## config.mk

```make
export PLATFORM = sky130hd
export DESIGN_NAME = dram_req_queue_flat
export DESIGN_NICKNAME = d
export VERILOG_FILES = /design/src/rtl/dram_req_queue_if.sv /design/src/rtl/dram_req_queue.sv /design/src/flat_wrapper.sv
export SDC_FILE = /design/constraint.sdc
export NUM_CORES = 1
export LEC_CHECK = 0
export ABC_CLOCK_PERIOD_IN_PS = 12400
export CAP_MARGIN = 20
export CORE_MARGIN = 4
export CORE_UTILIZATION = 56
export DETAILED_ROUTE_END_ITERATION = 10
export PLACE_DENSITY = 0.86
export SYNTH_ARGS = -nofsm -noshare
export SYNTH_HDL_FRONTEND = slang
export SYNTH_SLANG_ARGS = --single-unit
export TNS_END_PERCENT = 100
```

## constraint.sdc

```tcl
create_clock -name clk -period 12.4 [get_ports clk]
set_input_delay 2.48 -clock clk [delete_from_list [all_inputs] [get_ports clk]]
set_output_delay 2.48 -clock clk [all_outputs]
set_load 0.01 [all_outputs]
```

## src/rtl/dram_req_queue_if.sv

```systemverilog
// rtl/dram_req_queue_if.sv - FD request/response and DRAM bridge handshake bundle
interface dram_req_queue_if;
  logic        req_valid;
  logic        req_ready;
  logic        req_r_wb;
  logic [7:0]  req_addr;
  logic [63:0] req_wdata;
  logic        resp_valid;
  logic        resp_r_wb;
  logic [63:0] resp_data;
  logic        C_in_valid;
  logic        C_r_wb;
  logic [7:0]  C_addr;
  logic [63:0] C_data_w;
  logic        C_out_valid;
  logic [63:0] C_data_r;

  modport slave (
    input  req_valid, req_r_wb, req_addr, req_wdata, C_out_valid, C_data_r,
    output req_ready, resp_valid, resp_r_wb, resp_data,
    output C_in_valid, C_r_wb, C_addr, C_data_w
  );

  modport master (
    output req_valid, req_r_wb, req_addr, req_wdata, C_out_valid, C_data_r,
    input  req_ready, resp_valid, resp_r_wb, resp_data,
    input  C_in_valid, C_r_wb, C_addr, C_data_w
  );
endinterface

```

## src/rtl/dram_req_queue.sv

```systemverilog
// rtl/dram_req_queue.sv - in-order DRAM request FIFO issuing one request at a time to the bridge
module dram_req_queue #(
  parameter  int DEPTH = 4,
  localparam int CW    = $clog2(DEPTH) + 1
) (
  input  logic                  clk,
  input  logic                  rst,
  dram_req_queue_if.slave       bus,
  output logic [CW-1:0]         q_count,
  output logic                  proto_err
);

  localparam int AW = $clog2(DEPTH);
  localparam int EW = 73;

  typedef enum logic [1:0] {Q_IDLE, Q_ISSUE, Q_WAIT, Q_RESP} state_t;

  state_t          state, state_n;
  logic [EW-1:0]   mem [DEPTH];
  logic [AW-1:0]   wr_ptr, rd_ptr;
  logic [CW-1:0]   count;
  logic            full, empty, push, pop;
  logic [EW-1:0]   head;
  logic            resp_r_wb_q;
  logic [63:0]     resp_data_q;

  assign full          = (count == CW'(DEPTH));
  assign empty         = (count == '0);
  assign push          = bus.req_valid && !full;
  assign bus.req_ready = !full;
  assign head          = mem[rd_ptr];
  assign q_count       = count;

  always_comb begin
    state_n = state;
    pop     = 1'b0;
    case (state)
      Q_IDLE:  if (!empty) state_n = Q_ISSUE;
      Q_ISSUE: state_n = Q_WAIT;
      Q_WAIT: begin
        if (bus.C_out_valid) begin
          pop     = 1'b1;
          state_n = Q_RESP;
        end
      end
      Q_RESP:  state_n = Q_IDLE;
      default: state_n = Q_IDLE;
    endcase
  end

  // Head stays put from issue to pop: rd_ptr only moves on pop, and a non-empty FIFO never writes the head slot.
  assign bus.C_in_valid = (state == Q_ISSUE);
  assign bus.C_r_wb     = (state != Q_IDLE) ? head[72]    : 1'b0;
  assign bus.C_addr     = (state != Q_IDLE) ? head[71:64] : 8'h00;
  assign bus.C_data_w   = (state != Q_IDLE) ? head[63:0]  : 64'h0;

  assign bus.resp_valid = (state == Q_RESP);
  assign bus.resp_r_wb  = (state == Q_RESP) ? resp_r_wb_q : 1'b0;
  assign bus.resp_data  = (state == Q_RESP) ? resp_data_q : 64'h0;

  always_ff @(posedge clk) begin
    if (push && !rst) mem[wr_ptr] <= {bus.req_r_wb, bus.req_addr, bus.req_wdata};
  end

  always_ff @(posedge clk or posedge rst) begin
    if (rst) begin
      state       <= Q_IDLE;
      wr_ptr      <= '0;
      rd_ptr      <= '0;
      count       <= '0;
      proto_err   <= 1'b0;
      resp_r_wb_q <= 1'b0;
      resp_data_q <= 64'h0;
    end else begin
      state <= state_n;
      if (push) wr_ptr <= wr_ptr + 1'b1;
      if (pop)  rd_ptr <= rd_ptr + 1'b1;
      case ({push, pop})
        2'b10:   count <= count + 1'b1;
        2'b01:   count <= count - 1'b1;
        default: count <= count;
      endcase
      // A completion outside Q_WAIT is flagged and otherwise dropped.
      if (bus.C_out_valid && state != Q_WAIT) proto_err <= 1'b1;
      if (pop) begin
        resp_r_wb_q <= head[72];
        resp_data_q <= head[72] ? bus.C_data_r : 64'h0;
      end
    end
  end

endmodule

```

## src/flat_wrapper.sv

```systemverilog
// flat-port wrapper written by rule: the top's interface ports become plain ports
module dram_req_queue_flat 
#(
  parameter  int DEPTH = 4,
  localparam int CW    = $clog2(DEPTH) + 1
)
  (clk, rst, q_count, proto_err, bus_req_valid, bus_req_r_wb, bus_req_addr, bus_req_wdata, bus_C_out_valid, bus_C_data_r, bus_req_ready, bus_resp_valid, bus_resp_r_wb, bus_resp_data, bus_C_in_valid, bus_C_r_wb, bus_C_addr, bus_C_data_w);
  dram_req_queue_if bus_i ();
  input  logic clk;
  input  logic rst;
  output logic [CW-1:0] q_count;
  output logic proto_err;
  input wire logic [$bits(bus_i.req_valid)-1:0] bus_req_valid;
  input wire logic [$bits(bus_i.req_r_wb)-1:0] bus_req_r_wb;
  input wire logic [$bits(bus_i.req_addr)-1:0] bus_req_addr;
  input wire logic [$bits(bus_i.req_wdata)-1:0] bus_req_wdata;
  input wire logic [$bits(bus_i.C_out_valid)-1:0] bus_C_out_valid;
  input wire logic [$bits(bus_i.C_data_r)-1:0] bus_C_data_r;
  output wire logic [$bits(bus_i.req_ready)-1:0] bus_req_ready;
  output wire logic [$bits(bus_i.resp_valid)-1:0] bus_resp_valid;
  output wire logic [$bits(bus_i.resp_r_wb)-1:0] bus_resp_r_wb;
  output wire logic [$bits(bus_i.resp_data)-1:0] bus_resp_data;
  output wire logic [$bits(bus_i.C_in_valid)-1:0] bus_C_in_valid;
  output wire logic [$bits(bus_i.C_r_wb)-1:0] bus_C_r_wb;
  output wire logic [$bits(bus_i.C_addr)-1:0] bus_C_addr;
  output wire logic [$bits(bus_i.C_data_w)-1:0] bus_C_data_w;
  assign bus_i.req_valid = bus_req_valid;
  assign bus_i.req_r_wb = bus_req_r_wb;
  assign bus_i.req_addr = bus_req_addr;
  assign bus_i.req_wdata = bus_req_wdata;
  assign bus_i.C_out_valid = bus_C_out_valid;
  assign bus_i.C_data_r = bus_C_data_r;
  assign bus_req_ready = bus_i.req_ready;
  assign bus_resp_valid = bus_i.resp_valid;
  assign bus_resp_r_wb = bus_i.resp_r_wb;
  assign bus_resp_data = bus_i.resp_data;
  assign bus_C_in_valid = bus_i.C_in_valid;
  assign bus_C_r_wb = bus_i.C_r_wb;
  assign bus_C_addr = bus_i.C_addr;
  assign bus_C_data_w = bus_i.C_data_w;
  dram_req_queue #(.DEPTH(DEPTH)) u_core (.clk(clk), .rst(rst), .bus(bus_i), .q_count(q_count), .proto_err(proto_err));
endmodule
```

# Word-level counts from Yosys, hierarchy flattened
# Memory sizes are Yosys's and may differ from the RTL's.
# Cells that the tools add are included.
[word_totals]
mem_bits_rw = 292
register_bits = 75
word_cells = 45
out_inout_bits = 145
input_bits = 141
mem_count = 1
[op_classes]
n_mux = 14
addsub = 4
eq_ne = 9
n_reduce_logical = 10
[mem_list]
columns = ["memory", "words", "word_bits", "rd", "rd_clocked_by_memory_dff", "write_ports", "line", "source"]
rows = [
  ["u_core.mem", 4, 73, 1, 0, 1, "dram_req_queue.sv:19", "logic [EW-1:0] mem [DEPTH];"],
]
[op_table]
columns = ["operator", "count"]
rows = [
  ["2-to-1 mux 64 bit", 3],
  ["2-to-1 mux 8 bit", 1],
  ["one-hot mux 2 bit (4 select lines)", 1],
  ["equality test 2 bit (second input constant)", 3],
  ["2-to-1 mux 1 bit", 6],
  ["!= test 2 bit (second input constant)", 3],
  ["one-hot mux 3 bit (2 select lines)", 1],
  ["adder 2 x 1 -> 2 bit (second input constant)", 2],
  ["equality test 2 x 1 -> 1 bit (second input constant)", 2],
  ["2-to-1 mux 2 bit", 2],
  ["nonzero test 2 bit", 2],
  ["adder 3 x 1 -> 3 bit (second input constant)", 1],
  ["equality test 3 bit (second input constant)", 1],
  ["logical AND 1 bit", 3],
  ["zero test 3 bit", 1],
  ["subtractor 3 x 1 -> 3 bit (second input constant)", 1],
  ["zero test 1 bit", 2],
  ["zero test 2 bit", 1],
  ["AND reduction 2 bit", 1],
]

# Longest topological paths before layout
[logic_depth]
depth_word = 6
depth_mapped = 11
mapped_depth_nobuf = 10

# Least setup slack after synthesis
# Ideal clock, no wire load.
[synth_timing]
kind = "input port to flip-flop"
from = "in bus_req_valid"
to = "mem u_core.mem[1][0], enable pin"
setup_slack_ns = 3.858
t_required_ns = 11.791
setup_ns = 0.609
stages = 2
arrival_ns = 7.933
n_path_buf = 0
cell_sequence = "nand2_2 nor3b_1"
[synth_via]
elab_chain_len = 4
[synth_lines]
columns = ["element", "line", "source"]
rows = [
  ["from (decl)", "flat_wrapper.sv:13", "input wire logic [$bits(bus_i.req_valid)-1:0] bus_req_valid;"],
  ["logical AND 1 bit", "dram_req_queue.sv:29", "assign push = bus.req_valid && !full;"],
  ["logical AND 1 bit", "dram_req_queue.sv:62", "if (push && !rst) mem[wr_ptr] <= {bus.req_r_wb, bus.req_addr, bus.req_wdata};"],
  ["2-to-1 mux 1 bit", "dram_req_queue.sv:62", ""],
  ["2-to-1 mux 1 bit (not written as such)", "dram_req_queue.sv:62", ""],
  ["to (decl)", "dram_req_queue.sv:19", ""],
]
# No other way between the ends.

# Final worst setup path
[layout_timing]
from = "reg u_core.rd_ptr[0]"
to = "out bus_C_data_w[31]"
[layout_via]
elab_chain_len = 2
[layout_lines]
columns = ["element", "line", "source"]
rows = [
  ["from (decl)", "dram_req_queue.sv:20", "logic [AW-1:0] wr_ptr, rd_ptr;"],
  ["from (signal assigned)", "dram_req_queue.sv:77", "if (pop) rd_ptr <= rd_ptr + 1'b1;"],
  ["memory read (4 x 73 bit)", "n/a", ""],
  ["2-to-1 mux 64 bit", "dram_req_queue.sv:55", "assign bus.C_data_w = (state != Q_IDLE) ? head[63:0] : 64'h0;"],
  ["to (decl)", "flat_wrapper.sv:26", "output wire logic [$bits(bus_i.C_data_w)-1:0] bus_C_data_w;"],
]
# No other way between the ends.

==> results.py <==
metrics = {
    "clock_network": {
        "cts_resized": 0,
        "cts_hold_buf": 0,
        "clkLatencyLatePin_ps": 520,
        "cts_root_buf": "clkbuf_16",
        "cts_buffers": 38,
        "cts_tree": "yes",
        "cts_max_path_buffers": 3,
        "cts_sinks": 367,
        "postCtsSetupBuffers": 0,
        "htreeDepth": 2,
        "clk_pin_slew_ps": 50,
    },
    "floorplanning": {
        "die_y_um": 168.1,
        "dieArea_sq_um": 28250,
        "core-area_sq_um": 25180,
        "initial_core_util": 0.5700,
        "io_pins": 286,
        "std_cell_rows": 58,
        "die_x_um": 168.1,
    },
    "synthesis": {
        "syn_inst": 738,
        "yosysWarnings": 0,
        "synth_top_area_share": 0.6109,
        "synth_ff_type": "edfxtp_1",
        "synth.largest_area_cell": "edfxtp_1",
        "yosysSeqAreaShare": 0.7417,
        "async_flop_share": 0.2044,
        "ys_ff_latch": 367,
        "synth.net_count": 890,
        "synth_cell_types": 32,
        "avgSynthCellArea_sq_um": 19.45,
        "synth_edf_count": 292,
        "netlist_area_sq_um": 14350,
        "synth_area_leaders": "edfxtp_1, dfrtp_1, mux4_2",
    },
    "setup_path": {
        "crit_path_max_fanout": 47,
        "endpoint_kind": "output port",
        "critPathMaxStageDelay_ps": 840,
        "cp.required_ps": 9920,
        "start_kind": "flip-flop",
        "crit_chain": "buf_4 > mux4_2 > nor2b_1 > clkdlybuf4s50_1",
        "critPathKind": "flip-flop to output port",
        "critPathArrivalTime_ps": 3540,
        "critPathSlowestCell": "buf_4",
    },
    "sta": {
        "fin_tns_setup_ps": 0,
        "setup_viol": 0,
        "worst_pin_slew_ps": 954.5,
        "period_minus_slack_ps": 6020,
        "slew_headroom": 0.3636,
        "fin_hold_ws_ps": 466.8,
        "worst_slack_ps": 6380,
        "fmaxAchievable_mhz": 166.1,
        "final-max-slew-violation-count": 0,
        "fin_skew_ps": 21.48,
        "rsz0062_at_grt": "no",
        "post-route-period-util": 0.4855,
        "final_hold_viol_count": 0,
    },
    "hold_path": {
        "hp-class": "flip-flop to flip-flop",
    },
    "routing": {
        "wl_mm": 31.58,
        "drc": 0,
        "via_per_inst": 5.608,
        "antenna_left": 0,
        "drt-initial-drc-count": 579,
        "drtPass1Iterations": 5,
        "vias": 7812,
        "wl_per_cell_um": 22.67,
    },
    "grt": {
        "gr-usage-all-layers": 0.2243,
        "grt_max_degree": 75,
        "grt_pass1_vias": 8431,
        "grt-ovfl-total": 0,
        "grt_pass1_wl_mm": 48.98,
        "antenna_found_initial": 4,
    },
    "final_layout": {
        "drive_above_1_share": 0.1480,
        "fill_cells": 1492,
        "finalNonFillerCells": 1393,
        "num-nets-final": 1183,
        "syn2layout_area_growth_pct": 30.32,
    },
    "placement": {
        "hpwl_mm": 19.62,
        "dp_cells": 1321,
        "routabilityCongestion": 0.8851,
        "port_buffers": 285,
        "place_ws_ps": 6820,
    },
    "power": {
        "swShare": 0.2938,
        "combPwrFrac": 0.352,
        "p_clk_frac": 0.249,
        "leakage_nw": 6.598,
        "vdd_drop_max_v": 0.0001540,
        "p_switching_mw": 1.248,
        "power.density_nw_per_um2": 227.1,
        "p_int_mw": 3.000,
        "seq_power_share": 0.399,
    },
    "flow_run": {
        "maxCapViolCount": 0,
    },
    "outcome": {
        "status": "finished clean",
    },
}
==> Yosys cell counts (2+ instances only) <==
| master | n |
|---|---|
| edfxtp_1 | 292 |
| dfrtp_1 | 75 |
| mux4_2 | 72 |
| nor2b_1 | 72 |
| and2_1 | 65 |
| a22o_1 | 64 |
| clkbuf_1 | 23 |
| buf_2 | 13 |
| ha_1 | 10 |
| inv_1 | 10 |
| buf_6 | 8 |
| nor3b_1 | 4 |
| xnor2_1 | 4 |
| mux2_2 | 3 |
| nand2_1 | 3 |
| mux2i_1 | 2 |
| nor2_1 | 2 |
| xor2_1 | 2 |
==> worst paths after layout <==
check / start / endpoint / slack (ps) / depth (start not counted)
worst max-delay path: u_core.rd_ptr[0] / bus_C_data_w[31] / 6380 / 4
worst min-delay path: u_core.resp_r_wb_q / u_core.resp_r_wb_q / 470 / 1
worst max register to register: u_core.state[0] / u_core.q_count[1] / 9740 / 9
worst min register to register: u_core.resp_r_wb_q / u_core.resp_r_wb_q / 470 / 1
max in group asynchronous: rst / u_core.rd_ptr[1] / 8920 / 3
min in group asynchronous: rst / u_core.wr_ptr[0] / 2330 / 2
==> area by class of cell <==
class	count	area [sq um]	share of cell area
inverters	10	37.54	0.002007
multi-input cells	315	3466	0.1853
flip-flops and latches	367	10650	0.5695
clock buffers	46	980.9	0.05244
well taps	330	412.9	0.02208
diodes	2	5.005	0.0002676
clock inverters	24	191.4	0.01023
repair buffers	299	2958	0.1581
==> registers in the layout, summed over array words and instances (netlist names) <==
signal	count
u_core.wr_ptr	2
u_core.resp_data_q	64
u_core.rd_ptr	2
u_core.mem	292
u_core.q_count	3
u_core.state	2
u_core.proto_err	1
u_core.resp_r_wb_q	1
==> worst max-delay path, delay by kind of cell (launching register included) <==
kind	cells	cell delay (ps)
AND/OR/NAND/NOR	1	150
multiplexers	1	590
buffers and inverters	2	1420
flip-flops	1	830
==> per-layer routing <==
layer	global-route usage	vias to the layer above	part of all wire
li1	-	3463	-
met3	0.06973	48	0.087
met5	0	-	0.00082
met1	0.2851	3983	0.38
met2	0.3781	314	0.50
met4	0.06387	4	0.025
==> cells by family after synthesis <==
kind of cell / after synthesis / share of synthesized area
mux: 77 / 0.1167
buf+inv: 56 / 0.02023
simple gates: 151 / 0.06564
compound gates: 70 / 0.04193
xor+xnor: 6 / 0.003661
flops: 367 / 0.7417
fa+ha+maj: 11 / 0.01011
==> placed cells by master, fill, tap and decap left out, drive strengths merged <==
cell type / instances
buf: 14
clkinvlp: 1
nor4b: 1
mux2: 3
o22ai: 1
o32a: 1
diode: 2
nand2: 4
xnor2: 4
bufinv: 2
or3b: 1
nor3b: 4
edfxtp: 292
a21oi: 1
o21bai: 1
nand3b: 1
clkinv: 19
mux4: 72
nand3: 1
a21o: 1
clkbuf: 46
nor2b: 72
nor2: 2
dfrtp: 75
mux2i: 2
fa: 1
ha: 10
inv: 12
a22o: 64
clkdlybuf4s50: 285
o21ai: 1
xor2: 2
and2: 65
==> stage by stage <==
step                      instance area [sq um]    util  power (mW)
after floorplan                           14350       -       2.551
after detailed placement                  17530  0.6960       3.220
after global placement                    17530  0.6960       3.187
after CTS                                 18700  0.7426       4.300
after global routing                      18700  0.7427       4.472
final                                     18700  0.7428       4.247
==> power groups by stage <==
stage | Sequential (mW) | Clock [mW] | Combinational, mW
floorplan | 1.65 | 0 | 0.900
global placement | 1.70 | 0 | 1.48
detailed placement | 1.72 | 0 | 1.50
CTS | 1.70 | 1.08 | 1.52
global route | 1.72 | 1.14 | 1.61
finish | 1.69 | 1.06 | 1.49
Note: power is estimated with default switching activity, not from simulation.
